File: config.mk
export PLATFORM = sky130hd
export DESIGN_NAME = fecha_ctrl_secuenciador
export DESIGN_NICKNAME = d
export VERILOG_FILES = /design/src/rtl/fecha_ctrl_pkg.sv /design/src/rtl/cont_timeout.sv /design/src/rtl/fecha_ctrl_secuenciador.sv
export SDC_FILE = /design/constraint.sdc
export NUM_CORES = 1
export LEC_CHECK = 0
export CAP_MARGIN = 30
export CORE_ASPECT_RATIO = 0.7
export CORE_MARGIN = 2
export CORE_UTILIZATION = 30
export DETAILED_ROUTE_END_ITERATION = 8
export GPL_ROUTABILITY_DRIVEN = 0
export GPL_TIMING_DRIVEN = 0
export PLACE_DENSITY_LB_ADDON = 0.15
export SLEW_MARGIN = 0
export SYNTH_ARGS = -nofsm -noshare
export SYNTH_HDL_FRONTEND = slang
export SYNTH_SLANG_ARGS = --single-unit
File: constraint.sdc
create_clock -name reloj -period 1.8 [get_ports reloj]
set_input_delay 0.36 -clock reloj [delete_from_list [all_inputs] [get_ports reloj]]
set_output_delay 0.36 -clock reloj [all_outputs]
set_load 0.02 [all_outputs]
File: src/rtl/fecha_ctrl_pkg.sv
`default_nettype none
// =============================================================================
//  Module      : fecha_ctrl_pkg
//  Description : Shared state encodings, date-block capture selects and
//                default RTC register addresses for the date sequencer.
//  Revision    : 1.0 - initial release
// =============================================================================
package fecha_ctrl_pkg;

   // Sequencer states
   typedef enum logic [3:0] {
      ST_IDLE   = 4'd0,
      ST_RD_DIA = 4'd1,
      ST_RD_MES = 4'd2,
      ST_RD_ANO = 4'd3,
      ST_CAP    = 4'd4,
      ST_EDIT   = 4'd5,
      ST_WR_DIA = 4'd6,
      ST_WR_MES = 4'd7,
      ST_WR_ANO = 4'd8
   } estado_t;

   // Date-block capture selects
   localparam logic [3:0] SEL_DIA  = 4'd0;
   localparam logic [3:0] SEL_MES  = 4'd1;
   localparam logic [3:0] SEL_ANO  = 4'd2;
   localparam logic [3:0] SEL_EDIT = 4'd4;
   localparam logic [3:0] SEL_HOLD = 4'd6;

   // Default RTC register map
   localparam logic [7:0] ADDR_DIA_DEF = 8'h24;
   localparam logic [7:0] ADDR_MES_DEF = 8'h25;
   localparam logic [7:0] ADDR_ANO_DEF = 8'h26;

   localparam int unsigned TIMEOUT_DEF = 255;

   // Field index (0 day, 1 month, 2 year) to capture select
   function automatic logic [3:0] sel_campo(input logic [1:0] campo);
      case (campo)
         2'd0:    sel_campo = SEL_DIA;
         2'd1:    sel_campo = SEL_MES;
         2'd2:    sel_campo = SEL_ANO;
         default: sel_campo = SEL_HOLD;
      endcase
   endfunction

endpackage
`default_nettype wire

File: src/rtl/cont_timeout.sv
`default_nettype none
// =============================================================================
//  Module      : cont_timeout
//  Description : 8-bit up counter measuring how long an RTC request has been
//                pending. tc_o flags the LIMIT-th enabled cycle since clear.
//  Revision    : 1.0 - initial release
// =============================================================================
module cont_timeout #(
   parameter int unsigned LIMIT = 255
) (
   input  logic reloj,
   input  logic resetM,
   input  logic clr_i,
   input  logic en_i,
   output logic tc_o
);

   logic [7:0] cnt_q;

   // Count enabled cycles; clear has priority over enable
   always_ff @(posedge reloj) begin
      if (!resetM) begin
         cnt_q <= 8'd0;
      end else if (clr_i) begin
         cnt_q <= 8'd0;
      end else if (en_i) begin
         cnt_q <= cnt_q + 8'd1;
      end
   end

   // Counter holds k-1 during the k-th enabled cycle
   assign tc_o = en_i && (cnt_q == 8'(LIMIT - 1));

endmodule
`default_nettype wire

File: src/rtl/fecha_ctrl_secuenciador.sv
`default_nettype none
// =============================================================================
//  Module      : fecha_ctrl_secuenciador
//  Description : Sequencer for the day/month/year date block. Periodically
//                reads the date from the RTC, enters edit mode on the program
//                key and writes the edited date back on the second key press.
//  Revision    : 1.0 - initial release
// =============================================================================
module fecha_ctrl_secuenciador
   import fecha_ctrl_pkg::*;
#(
   parameter logic [7:0]  ADDR_DIA    = ADDR_DIA_DEF,
   parameter logic [7:0]  ADDR_MES    = ADDR_MES_DEF,
   parameter logic [7:0]  ADDR_ANO    = ADDR_ANO_DEF,
   parameter int unsigned TIMEOUT_CYC = TIMEOUT_DEF
) (
   input  logic       reloj,
   input  logic       resetM,
   input  logic       tick_lectura,
   input  logic       btn_prog,
   input  logic       rtc_ack,
   input  logic [7:0] OUT_diaf,
   input  logic [7:0] OUT_mesf,
   input  logic [7:0] OUT_anof,
   output logic       rtc_req,
   output logic       rtc_wr,
   output logic [7:0] rtc_addr,
   output logic [7:0] rtc_wdata,
   output logic [3:0] Selec_Demux_DD,
   output logic       READ,
   output logic       enable_cont_fecha,
   output logic       enable_cont_16,
   output logic       modo_edicion,
   output logic       err_timeout
);

   estado_t    estado_q, estado_d;
   logic [1:0] campo_q, campo_d;
   logic       req_q, req_d;
   logic       wr_q, wr_d;
   logic [7:0] addr_q, addr_d;
   logic [7:0] wdata_q, wdata_d;
   logic [3:0] sel_q, sel_d;
   logic       read_q, read_d;
   logic       edit_q, edit_d;
   logic       err_q, err_d;
   logic       w_tc;

   // Pending-request watchdog: cleared while no request is outstanding
   cont_timeout #(
      .LIMIT (TIMEOUT_CYC)
   ) u_cont_timeout (
      .reloj  (reloj),
      .resetM (resetM),
      .clr_i  (~req_q),
      .en_i   (req_q),
      .tc_o   (w_tc)
   );

   // Next state and RTC bus fields; an ack in the terminal cycle wins
   always_comb begin
      estado_d = estado_q;
      campo_d  = campo_q;
      req_d    = req_q;
      wr_d     = wr_q;
      addr_d   = addr_q;
      wdata_d  = wdata_q;
      err_d    = err_q;
      case (estado_q)
         ST_IDLE: begin
            if (btn_prog) begin
               estado_d = ST_EDIT;
               err_d    = 1'b0;
            end else if (tick_lectura) begin
               estado_d = ST_RD_DIA;
               req_d    = 1'b1;
               wr_d     = 1'b0;
               addr_d   = ADDR_DIA;
            end
         end
         ST_RD_DIA, ST_RD_MES, ST_RD_ANO: begin
            if (rtc_ack) begin
               estado_d = ST_CAP;
               req_d    = 1'b0;
               case (estado_q)
                  ST_RD_DIA: campo_d = 2'd0;
                  ST_RD_MES: campo_d = 2'd1;
                  default:   campo_d = 2'd2;
               endcase
            end else if (w_tc) begin
               estado_d = ST_IDLE;
               req_d    = 1'b0;
               err_d    = 1'b1;
            end
         end
         ST_CAP: begin
            case (campo_q)
               2'd0: begin
                  estado_d = ST_RD_MES;
                  req_d    = 1'b1;
                  addr_d   = ADDR_MES;
               end
               2'd1: begin
                  estado_d = ST_RD_ANO;
                  req_d    = 1'b1;
                  addr_d   = ADDR_ANO;
               end
               default: begin
                  estado_d = ST_IDLE;
               end
            endcase
         end
         ST_EDIT: begin
            if (btn_prog) begin
               estado_d = ST_WR_DIA;
               req_d    = 1'b1;
               wr_d     = 1'b1;
               addr_d   = ADDR_DIA;
               wdata_d  = OUT_diaf;
               err_d    = 1'b0;
            end
         end
         ST_WR_DIA, ST_WR_MES, ST_WR_ANO: begin
            // Between writes the request rests low for one cycle
            if (!req_q) begin
               req_d = 1'b1;
            end else if (rtc_ack) begin
               req_d = 1'b0;
               case (estado_q)
                  ST_WR_DIA: begin
                     estado_d = ST_WR_MES;
                     addr_d   = ADDR_MES;
                     wdata_d  = OUT_mesf;
                  end
                  ST_WR_MES: begin
                     estado_d = ST_WR_ANO;
                     addr_d   = ADDR_ANO;
                     wdata_d  = OUT_anof;
                  end
                  default: begin
                     estado_d = ST_IDLE;
                     wr_d     = 1'b0;
                  end
               endcase
            end else if (w_tc) begin
               estado_d = ST_IDLE;
               req_d    = 1'b0;
               wr_d     = 1'b0;
               err_d    = 1'b1;
            end
         end
         default: begin
            estado_d = ST_IDLE;
            req_d    = 1'b0;
         end
      endcase
   end

   // Date-block controls decoded from the upcoming state so they register in step
   always_comb begin
      sel_d  = SEL_HOLD;
      read_d = 1'b1;
      edit_d = 1'b0;
      case (estado_d)
         ST_CAP: begin
            sel_d = sel_campo(campo_d);
         end
         ST_EDIT: begin
            sel_d  = SEL_EDIT;
            read_d = 1'b0;
            edit_d = 1'b1;
         end
         ST_WR_DIA, ST_WR_MES, ST_WR_ANO: begin
            read_d = 1'b0;
         end
         default: begin
            sel_d = SEL_HOLD;
         end
      endcase
   end

   // State and output registers
   always_ff @(posedge reloj) begin
      if (!resetM) begin
         estado_q <= ST_IDLE;
         campo_q  <= 2'd0;
         req_q    <= 1'b0;
         wr_q     <= 1'b0;
         addr_q   <= 8'd0;
         wdata_q  <= 8'd0;
         sel_q    <= SEL_HOLD;
         read_q   <= 1'b1;
         edit_q   <= 1'b0;
         err_q    <= 1'b0;
      end else begin
         estado_q <= estado_d;
         campo_q  <= campo_d;
         req_q    <= req_d;
         wr_q     <= wr_d;
         addr_q   <= addr_d;
         wdata_q  <= wdata_d;
         sel_q    <= sel_d;
         read_q   <= read_d;
         edit_q   <= edit_d;
         err_q    <= err_d;
      end
   end

   assign rtc_req           = req_q;
   assign rtc_wr            = wr_q;
   assign rtc_addr          = addr_q;
   assign rtc_wdata         = wdata_q;
   assign Selec_Demux_DD    = sel_q;
   assign READ              = read_q;
   assign enable_cont_fecha = edit_q;
   assign enable_cont_16    = edit_q;
   assign modo_edicion      = edit_q;
   assign err_timeout       = err_q;

endmodule
`default_nettype wire

==> run_results.csv <==
group,metric,value,unit
floorplan,pin_count,56,
floorplan,dieArea,7290,um^2
clocking,path_clk_slew,70,ps
synth,yosysMostFrequentCell,"dfxtp_1",
synth,synth.distinct_cells,53,
global_route,grt_antenna_before_repair,0,
detailed_routing,final_antenna_net_count,0,
setup_path,cp_max_fo,10,
floorplan,die_y,72.0,um
sta,holdWs,433,ps
place,dp.cells,375,
outcome,outcome,"finished, final reports clean",
clocking,numClockSinks,33,
detailed_routing,post_drt_wl_per_cell,14.8,um
power,ir_drop,575,uV
detailed_routing,avgViaCountPerCell,5.10,
layout,num-nets-final,340,
synth,postSynthCellCount,243,
setup_path,timing.rr.start,"estado_q[0]",
sta,fmax,580,MHz
sta,period_minus_slack,1720,ps
floorplan,start_util,31.5,%
setup_path,path_class,"flop to flop",
clocking,cts_tree,"built",
setup_path,worstPathArrival,1900,ps
synth,synth-edff-count,0,
detailed_routing,firstDrtPassIters,5,
place,post_dp_cell_area,2600,um^2
worst_hold_path,hold_start,"u_cont_timeout.cnt_q[0]",
detailed_routing,vias,1980,
synth,async_flop_share,0,%
setup_path,max_stage_delay,340,ps
synth,synth_top_cell_by_area,"dfxtp_1",
synth,syn-cell-area,1980,um^2
sta,worstMarginPinSlew,548,ps
place,dpl.hpwl,4.18,mm
worst_hold_path,hp-class,"flop to flop",
clocking,h-tree-depth,2,
layout,ff_latch_area,664,um^2
power,report.power.total,0.00289,W
sta,slew_headroom,63.5,%
synth,synth_commonest_cells,"33 x dfxtp_1, 21 x nand2_1, 17 x o21ai_0",
synth,ys_ff_latch,33,
global_route,grtUsageTotal,16.0,%
layout,syn2layout_area_growth,43.8,%
run,maxCapViolCount,0,
sta,rsz0062_at_grt,"yes",
global_route,grt_pass1_wl,9.12,mm
global_route,first_global_vias,1753,
setup_path,worstPathCellList,"buf_4, buf_6, nor3_2, o21ai_0, a22oi_2, nor2_1, a211o_1",
layout,final_area,2850,um^2
setup_path,r2r_setup_slack,80,ps
sta,fin_crit_sh,95.8,%
setup_path,startpoint_type,"flop",
clocking,root_buffer,"clkbuf_8",
sta,hold_violations,0,
sta,slew_viol_final,0,
floorplan,die_w,101,um
global_route,grt_start_max_net_pins,11,
synth,synth_area_per_cell,8.17,um^2
floorplan,coreArea,6310,um^2
floorplan,rows,24,
layout,antenna_cells,0,
clocking,cts_buffer_depth,2,
global_route,overflow,0,
setup_path,cp_slowest_cell,"dfxtp_2",
synth,synthTopCellsByArea,"dfxtp_1 33%, o21ai_0 4.3%, buf_4 4.2%",
clocking,clk_latency,290,ps
synth,synth_ff_type,"dfxtp_1",
sta,setup_ws,75.0,ps
layout,drive_gt1_share,21.9,%
detailed_routing,wl,5.76,mm
layout,multi_input_area,1230,um^2
power,total_leakage_power,1.12,nW
place,io_buffer_count,50,
clocking,cts_buffers,5,
synth,synth_seq_area_share,33.3,%
power,power-per-cell-area,1010,nW/um^2
place,dp_slack,-541,ps
setup_path,setup.worst_path.start,"estado_q[0]",
clocking,cts_hold_buffers,0,
synth,synth_top_area_share,33.3,%
setup_path,cp.required,1970,ps
sta,finalSetupViolations,0,
layout,instances_no_fill,388,
detailed_routing,drt-initial-drc-count,174,
sta,final.setup_skew,6.36,ps
setup_path,cp-end-kind,"flop",
layout,fill_cells,633,
detailed_routing,drc_errors,0,
synth,yosysWarnings,0,
==> sequential cells by signal, indices dropped and copies added (netlist names) <==
name and cells:
rtc_wdata 8, u_cont_timeout.cnt_q 8, Selec_Demux_DD 3, campo_q 2, rtc_req 1, estado_q 4, err_timeout 1, rtc_wr 1
rtc_addr 3, READ 1, enable_cont_16 1
==> metrics by stage <==
step           TNS (ps)  util [%]
4_1_cts               0      43.4
2_1_floorplan         0         -
6_report              0      45.2
5_1_grt           -37.8      45.2
3_5_place_dp      -8030      41.2
3_3_place_gp      -7940      41.2
==> critical path, delay by kind of cell, from the launching register on <==
family,cells,cell delay [ps]
buffers and inverters,2,310
flip-flops,1,340
AND/OR/NAND/NOR,2,320
AO/OA/AOI/OAI,3,650
==> cell families (layout without fill, tap and decap cells) <==
group                      count (synthesis)  in the layout  share of synthesized area [%]
other                                      1              5                          0.189
buffers and inverters                     31             94                           9.46
muxes                                      4              4                           2.02
and+or+nand+nor                           96             96                           27.0
DFF                                       33             33                           33.3
adders and majority gates                  2              2                           1.26
xor gates and xnor gates                   4              4                           1.77
AOI/OAI and AO/OA                         72             72                           25.0
==> placed cells by master (no fill, tap or decap), types with 5 or more instances in the layout <==
cell type and instances:
nand3_1 13, clkdlybuf4s50_1 46, buf_4 15, nand2_1 20
a21boi_0 5, o211ai_1 6, nand2b_1 7, o21ai_0 17
a31oi_1 5, a21oi_1 10, nor2_1 12, conb_1 5
a22oi_1 5, clkbuf_8 7, nor2b_1 8, or3_1 5
dfxtp_1 30
==> worst paths after layout <==
| kind | depth (start not counted) | endpoint |
|---|---|---|
| worst min-delay path | 1 | u_cont_timeout.cnt_q[0] |
| worst max-delay path | 7 | Selec_Demux_DD[1] |
| worst min register to register | 1 | u_cont_timeout.cnt_q[0] |
| worst max register to register | 7 | Selec_Demux_DD[1] |
==> layer usage <==
layer | share of wire (%) | track usage (%) | vias to the layer above
met5 | 0 | 0 | -
met2 | 38 | 19.8 | 76
met1 | 53 | 25.9 | 908
li1 | - | - | 984
met3 | 7.3 | 4.72 | 12
met4 | 1.5 | 4.05 | 0
==> what timing repair did <==
item	CTS	global route
setup buffers	1	4
endpoints found under the setup margin	16	16
pin swaps	1	7
hold endpoints to repair	0	0
gates cloned	0	0
gates resized for setup	10	27
==> report_power, final <==
group | total, W | leakage [nW] | internal, W | switching (W)
Combinational | 0.00137 | 0.792 | 0.000625 | 0.000744
Sequential | 0.000906 | 0.269 | 0.000831 | 0.0000759
Clock | 0.000618 | 0.0542 | 0.000345 | 0.000273
Total | 0.00289 | 1.12 | 0.00180 | 0.00109
==> cell type report <==
| class | count | area share (%) |
|---|---|---|
| Timing Repair Buffer | 55 | 19.1 |
| Tap cell | 78 | 3.42 |
| Clock buffer | 7 | 3.38 |
| Clock inverter | 1 | 0.175 |
| Inverter | 5 | 0.658 |
| Buffer | 26 | 6.93 |
| Multi-Input combinational cell | 183 | 43.1 |
| Sequential cell | 33 | 23.3 |
No activity file was read; power rests on OpenSTA's default activity.
